**src/rtl/sdfifo_blk_sequencer_if.sv**
```systemverilog
// FIFO read port and SD data-line TX handshake shared by the block sequencer
// (master), the TX sfifo and the TX engine (slave side).
interface sdfifo_blk_sequencer_if #(
    parameter int BW     = 32,
    parameter int LGFLEN = 4
);
    logic [LGFLEN:0] i_fifo_fill;
    logic            i_fifo_empty;
    logic [BW-1:0]   i_fifo_data;
    logic            o_fifo_rd;
    logic            o_tx_start;
    logic            o_tx_valid;
    logic            i_tx_ready;
    logic [BW-1:0]   o_tx_data;
    logic            o_tx_last;
    logic            i_tx_done;

    modport master (
        input  i_fifo_fill, i_fifo_empty, i_fifo_data, i_tx_ready, i_tx_done,
        output o_fifo_rd, o_tx_start, o_tx_valid, o_tx_data, o_tx_last
    );

    modport slave (
        output i_fifo_fill, i_fifo_empty, i_fifo_data, i_tx_ready, i_tx_done,
        input  o_fifo_rd, o_tx_start, o_tx_valid, o_tx_data, o_tx_last
    );
endinterface

```
**src/rtl/sdfifo_blk_sequencer.sv**
```systemverilog
// Drains a first-word-fall-through FIFO into the SD data TX engine as a run of
// fixed-size blocks, gating each block on FIFO fill and the engine's done report.
module sdfifo_blk_sequencer #(
    parameter int BW     = 32,
    parameter int LGFLEN = 4,
    parameter int LGBLK  = 7,
    parameter int LGNBLK = 16
) (
    input  logic                   i_clk,
    input  logic                   i_reset,
    input  logic                   i_start,
    input  logic [LGNBLK-1:0]      i_nblocks,
    input  logic [LGBLK:0]         i_blk_words,
    input  logic                   i_abort,
    output logic                   o_busy,
    output logic                   o_done,
    output logic                   o_aborted,
    output logic [LGNBLK-1:0]      o_blocks_left,
    sdfifo_blk_sequencer_if.master bus
);
    typedef enum logic [2:0] {
        ST_IDLE      = 3'd0,
        ST_WAIT_FILL = 3'd1,
        ST_START     = 3'd2,
        ST_STREAM    = 3'd3,
        ST_WAIT_DONE = 3'd4
    } state_t;

    localparam logic [LGBLK:0]    FDEPTH = (LGBLK+1)'(1 << LGFLEN);
    localparam logic [LGBLK:0]    W_ONE  = {{LGBLK{1'b0}}, 1'b1};
    localparam logic [LGNBLK-1:0] N_ONE  = {{(LGNBLK-1){1'b0}}, 1'b1};

    state_t            state_r;
    logic [LGBLK:0]    blk_words_r;
    logic [LGBLK:0]    wcnt_r;
    logic [LGNBLK-1:0] blocks_left_r;
    logic              done_r;
    logic              aborted_r;

    logic [LGBLK:0]    thr_s;
    logic              fill_ok_s;
    logic              busy_s;
    logic              abort_s;
    logic              stream_s;
    logic              tx_valid_s;
    logic              xfer_s;

    // Start threshold: a whole block, or a full FIFO when the block is larger.
    always_comb begin
        thr_s = FDEPTH;
        if (blk_words_r < FDEPTH) begin
            thr_s = blk_words_r;
        end else begin
            thr_s = FDEPTH;
        end
    end

    assign fill_ok_s  = ({{(LGBLK+1){1'b0}}, bus.i_fifo_fill} >= {{(LGFLEN+1){1'b0}}, thr_s});
    assign busy_s     = (state_r != ST_IDLE);
    assign abort_s    = busy_s & i_abort;
    assign stream_s   = (state_r == ST_STREAM);
    // Abort gates the handshake in the same cycle so no word leaves the FIFO.
    assign tx_valid_s = stream_s & ~bus.i_fifo_empty & ~abort_s;
    assign xfer_s     = tx_valid_s & bus.i_tx_ready;

    assign bus.o_tx_valid = tx_valid_s;
    assign bus.o_fifo_rd  = xfer_s;
    assign bus.o_tx_start = (state_r == ST_START) & ~abort_s;
    assign bus.o_tx_data  = stream_s ? bus.i_fifo_data : {BW{1'b0}};
    assign bus.o_tx_last  = stream_s & (wcnt_r == W_ONE);

    assign o_busy        = busy_s;
    assign o_done        = done_r;
    assign o_aborted     = aborted_r;
    assign o_blocks_left = blocks_left_r;

    // Block sequencing FSM with transfer bookkeeping.
    always_ff @(posedge i_clk or posedge i_reset) begin
        if (i_reset) begin
            state_r       <= ST_IDLE;
            blk_words_r   <= {(LGBLK+1){1'b0}};
            wcnt_r        <= {(LGBLK+1){1'b0}};
            blocks_left_r <= {LGNBLK{1'b0}};
            done_r        <= 1'b0;
            aborted_r     <= 1'b0;
        end else begin
            done_r <= 1'b0;
            if (abort_s) begin
                state_r   <= ST_IDLE;
                done_r    <= 1'b1;
                aborted_r <= 1'b1;
            end else begin
                case (state_r)
                    ST_IDLE: begin
                        if (i_start) begin
                            aborted_r <= 1'b0;
                            if ((i_nblocks != {LGNBLK{1'b0}}) && (i_blk_words != {(LGBLK+1){1'b0}})) begin
                                blk_words_r   <= i_blk_words;
                                blocks_left_r <= i_nblocks;
                                state_r       <= ST_WAIT_FILL;
                            end else begin
                                done_r <= 1'b1;
                            end
                        end
                    end
                    ST_WAIT_FILL: begin
                        if (fill_ok_s) begin
                            state_r <= ST_START;
                        end
                    end
                    ST_START: begin
                        wcnt_r  <= blk_words_r;
                        state_r <= ST_STREAM;
                    end
                    ST_STREAM: begin
                        if (xfer_s) begin
                            wcnt_r <= wcnt_r - W_ONE;
                            if (wcnt_r == W_ONE) begin
                                state_r <= ST_WAIT_DONE;
                            end
                        end
                    end
                    ST_WAIT_DONE: begin
                        if (bus.i_tx_done) begin
                            blocks_left_r <= blocks_left_r - N_ONE;
                            if (blocks_left_r == N_ONE) begin
                                state_r <= ST_IDLE;
                                done_r  <= 1'b1;
                            end else begin
                                state_r <= ST_WAIT_FILL;
                            end
                        end
                    end
                    default: begin
                        state_r <= ST_IDLE;
                    end
                endcase
            end
        end
    end
endmodule
```
**src/flat_wrapper.sv**
```systemverilog
// flat-port wrapper written by rule: the top's interface ports become plain ports
module sdfifo_blk_sequencer_flat 
#(
    parameter int BW     = 32,
    parameter int LGFLEN = 4,
    parameter int LGBLK  = 7,
    parameter int LGNBLK = 16
)
  (i_clk, i_reset, i_start, i_nblocks, i_blk_words, i_abort, o_busy, o_done, o_aborted, o_blocks_left, bus_i_fifo_fill, bus_i_fifo_empty, bus_i_fifo_data, bus_i_tx_ready, bus_i_tx_done, bus_o_fifo_rd, bus_o_tx_start, bus_o_tx_valid, bus_o_tx_data, bus_o_tx_last);
  sdfifo_blk_sequencer_if #(.BW(BW), .LGFLEN(LGFLEN)) bus_i ();
  input  logic i_clk;
  input  logic i_reset;
  input  logic i_start;
  input  logic [LGNBLK-1:0] i_nblocks;
  input  logic [LGBLK:0] i_blk_words;
  input  logic i_abort;
  output logic o_busy;
  output logic o_done;
  output logic o_aborted;
  output logic [LGNBLK-1:0] o_blocks_left;
  input wire logic [$bits(bus_i.i_fifo_fill)-1:0] bus_i_fifo_fill;
  input wire logic [$bits(bus_i.i_fifo_empty)-1:0] bus_i_fifo_empty;
  input wire logic [$bits(bus_i.i_fifo_data)-1:0] bus_i_fifo_data;
  input wire logic [$bits(bus_i.i_tx_ready)-1:0] bus_i_tx_ready;
  input wire logic [$bits(bus_i.i_tx_done)-1:0] bus_i_tx_done;
  output wire logic [$bits(bus_i.o_fifo_rd)-1:0] bus_o_fifo_rd;
  output wire logic [$bits(bus_i.o_tx_start)-1:0] bus_o_tx_start;
  output wire logic [$bits(bus_i.o_tx_valid)-1:0] bus_o_tx_valid;
  output wire logic [$bits(bus_i.o_tx_data)-1:0] bus_o_tx_data;
  output wire logic [$bits(bus_i.o_tx_last)-1:0] bus_o_tx_last;
  assign bus_i.i_fifo_fill = bus_i_fifo_fill;
  assign bus_i.i_fifo_empty = bus_i_fifo_empty;
  assign bus_i.i_fifo_data = bus_i_fifo_data;
  assign bus_i.i_tx_ready = bus_i_tx_ready;
  assign bus_i.i_tx_done = bus_i_tx_done;
  assign bus_o_fifo_rd = bus_i.o_fifo_rd;
  assign bus_o_tx_start = bus_i.o_tx_start;
  assign bus_o_tx_valid = bus_i.o_tx_valid;
  assign bus_o_tx_data = bus_i.o_tx_data;
  assign bus_o_tx_last = bus_i.o_tx_last;
  sdfifo_blk_sequencer #(.BW(BW), .LGFLEN(LGFLEN), .LGBLK(LGBLK), .LGNBLK(LGNBLK)) u_core (.i_clk(i_clk), .i_reset(i_reset), .i_start(i_start), .i_nblocks(i_nblocks), .i_blk_words(i_blk_words), .i_abort(i_abort), .o_busy(o_busy), .o_done(o_done), .o_aborted(o_aborted), .o_blocks_left(o_blocks_left), .bus(bus_i));
endmodule
```
**config.mk**
```make
export PLATFORM = sky130hd
export DESIGN_NAME = sdfifo_blk_sequencer_flat
export DESIGN_NICKNAME = d
export VERILOG_FILES = /design/src/rtl/sdfifo_blk_sequencer_if.sv /design/src/rtl/sdfifo_blk_sequencer.sv /design/src/flat_wrapper.sv
export SDC_FILE = /design/constraint.sdc
export NUM_CORES = 1
export LEC_CHECK = 0
export BUFFER_PORTS_ARGS = -buffer_cell sky130_fd_sc_hd__clkbuf_2
export CAP_MARGIN = 5
export CORE_MARGIN = 2
export CORE_UTILIZATION = 47
export CTS_CLUSTER_DIAMETER = 60
export CTS_CLUSTER_SIZE = 25
export DETAILED_ROUTE_END_ITERATION = 6
export PLACE_DENSITY_LB_ADDON = 0.15
export SETUP_SLACK_MARGIN = 0.15
export SYNTH_ARGS = -nofsm -noshare
export SYNTH_HDL_FRONTEND = slang
export SYNTH_SLANG_ARGS = --single-unit
```
**constraint.sdc**
```tcl
create_clock -name i_clk -period 2.52 [get_ports i_clk]
set_input_delay 0.252 -clock i_clk [delete_from_list [all_inputs] [get_ports i_clk]]
set_output_delay 0.252 -clock i_clk [all_outputs]
set_load 0.02 [all_outputs]
```
==> results.yml <==
status:
  outcome: "finished clean"
timing:
  tns_ps: 0
  post-route-min-period_ps: 2133
  slew_viol_final: 0
  max_freq_mhz: 468.8
  rsz0062_at_grt: "false"
  clock_skew_ps: 11.27
  hold_violations: 0
  worst_pin_slew_ps: 860.0
  period_share_pct: 84.64
  max_slew_margin_pct: 42.67
  setup_viol: 0
  layout_setup_ws_ps: 387.1
  fin_hold_ws_ps: 36.50
grt:
  grt_pass1_wl_um: 11960
  grt_max_degree: 38
  antenna_found_initial: 0
  grt_usage_pct: 24.26
  overflow: 0
  grt_pass1_vias: 2520
synthesis:
  post-synth-top-count-cell: "dfrtp_1"
  synth.cell_area_mm2: 0.002599
  synth_common_cells: "37 x dfrtp_1, 35 x and2_1, 32 x a21oi_1"
  async_reset_ff_share_pct: 100.0
  synth.distinct_cells: 52
  ys_ff_latch: 37
  syn-mean-instance-area_um2: 8.303
  yosysTopAreaCell: "dfrtp_1"
  netlist_top_cells_area: "dfrtp_1 36%, and2_1 8.4%, a21oi_1 6.2%, ha_1 4.3%, nor2_1 3.6%"
  synth_warnings: 0
  synth_nets: 390
  synth_top_area_share_pct: 35.63
  seq_area_frac_synth_pct: 35.63
  synth_edf_count: 0
  syn_inst: 313
  ys.flop_type: "dfrtp_1"
floorplanning:
  die-area_mm2: 0.006140
  core_area_mm2: 0.005439
  row_count: 27
  floorplan.initialDensity_pct: 47.78
  ios: 123
  die_h_um: 78.36
  die_x_um: 78.36
power_and_ir_drop:
  pwr_density_cell_mw_per_mm2: 986.0
  ir_drop_uv: 631.8
  total_power_mw: 3.357
  p_leak_nw: 1.631
setup_path:
  path_class: "flip-flop to output pin"
  worst_setup_path_start_kind: "flip-flop"
  cp_data_required_time_ps: 2270
  path_max_fanout: 18
  end_kind: "output pin"
  worstPathArrival_ps: 1880
route:
  top_layer: "met4"
  final_antenna_net_count: 0
  route.met2.wl_um: 3660
  drc: 0
  drt-total-wl_um: 7229
  drt_iter0_markers: 165
  dr.pass1.iters: 4
  via_per_inst: 5.587
  wl_met3_um: 448
  wl_per_cell_um: 14.20
  vias: 2844
  wl_met1_um: 3024
job:
  max_cap_violations: 0
clock_network:
  cts_post_setup_buffers_inserted: 0
  htreeDepth: 2
  root_buffer: "clkbuf_8"
  cts_tree: "yes"
  clk_pin_slew_worst_paths_ps: 80
  numCtsBuffers: 5
  cts_resized: 0
  clock_path_buffers: 2
  clock_sinks: 37
  clk_latency_ps: 290
  cts_hold_buffers: 0
place:
  pre_cts_ws_ps: 430.0
  gp_congestion: 0.9249
  portBuffers: 122
  place_hpwl_um: 5693
min_path:
  min_path_type: "input port to asynchronous set/reset pin"
cells_and_area:
  antenna_cells: 0
  multi_input_area_mm2: 0.001578
  final_net_count: 513
  drive_above_1_share_pct: 36.38
  synthToLayoutAreaGrowth_pct: 31.01
  fill_cells: 508
  seq_area_um2: 925.9
through the flow:
step	cells	area [um2]	util, %
finish	509	3405	62.59
detailed placement	501	3317	60.98
global placement	501	3317	60.98
CTS	509	3405	62.59
global route	509	3405	62.59
floorplan	313	2599	-
cells in the final DEF, fill, tap and decap left out, types with 2 or more instances in the layout:
| master | instances |
|---|---|
| ha_1 | 9 |
| nand4b_1 | 2 |
| or2_1 | 2 |
| a211oi_1 | 2 |
| o211ai_1 | 2 |
| nor4_1 | 10 |
| and2_1 | 35 |
| nand2_1 | 21 |
| and3_1 | 4 |
| or3b_1 | 2 |
| a21o_1 | 2 |
| mux2_2 | 8 |
| a22oi_1 | 4 |
| dfrtp_1 | 37 |
| o21ai_1 | 17 |
| nor2_1 | 24 |
| or4_1 | 2 |
| o21ai_0 | 12 |
| buf_4 | 11 |
| a21oi_1 | 32 |
| a31oi_1 | 4 |
| o22ai_1 | 5 |
| clkinvlp_4 | 2 |
| nand2b_1 | 2 |
| nor3_1 | 11 |
| clkbuf_8 | 5 |
| nand3b_1 | 2 |
| nor2b_1 | 4 |
| clkbuf_2 | 122 |
| o21a_1 | 5 |
| inv_1 | 8 |
| nand3_1 | 5 |
area by class of cell:
cell class / instances / share of cell area (%)
Clock buffer: 6 / 2.132
Clock inverter: 2 / 0.4410
Inverter: 8 / 0.8820
Multi-Input combinational cell: 251 / 46.34
Sequential cell: 37 / 27.20
Tap cell: 72 / 2.646
Timing Repair Buffer: 133 / 20.36
worst paths after layout:
kind	from	to	slack, ps	cells past startpoint
min	i_reset	u_core.o_blocks_left[15]	40	3
max in group asynchronous	i_reset	u_core.o_blocks_left[13]	2140	3
min reg2reg	u_core.wcnt_r[7]	u_core.wcnt_r[7]	510	2
max reg2reg	u_core.state_r[2]	u_core.o_blocks_left[13]	410	6
max	u_core.state_r[1]	bus_o_tx_data[0]	390	5
min in group i_clk	i_blk_words[7]	u_core.blk_words_r[7]	210	2
critical path: stages (launching register included):
cell,delay [ps]
dfrtp_1,550
nand2_1,120
nor2_2,350
buf_4,260
and2_1,150
clkbuf_2,160
layer usage:
layer | GRT usage [%] | vias to the layer above
met2 | 42.41 | 113
met5 | 0 | -
met1 | 30.76 | 1335
met4 | 7.193 | 0
met3 | 4.138 | 9
li1 | - | 1387
kinds of logic after synthesis:
logic type	Yosys count	share of synthesized area [%]
AOI/OAI and AO/OA	98	22.97
buffers and inverters	25	3.948
DFF	37	35.63
and+or+nand+nor	136	29.66
muxes	8	3.467
adders and majority gates	9	4.333
power by group:
group,switching [mW],internal [mW]
sequential,0.350,0.872
clock,0.226,0.195
combinational,1.02,0.698
total,1.59,1.77
sequential cells by signal, summed over array words and instances (netlist names):
signal                flops
u_core.o_blocks_left     16
u_core.wcnt_r             8
u_core.o_done             1
u_core.blk_words_r        8
u_core.state_r            3
u_core.o_aborted          1
No activity file was read; power rests on OpenSTA's default activity.
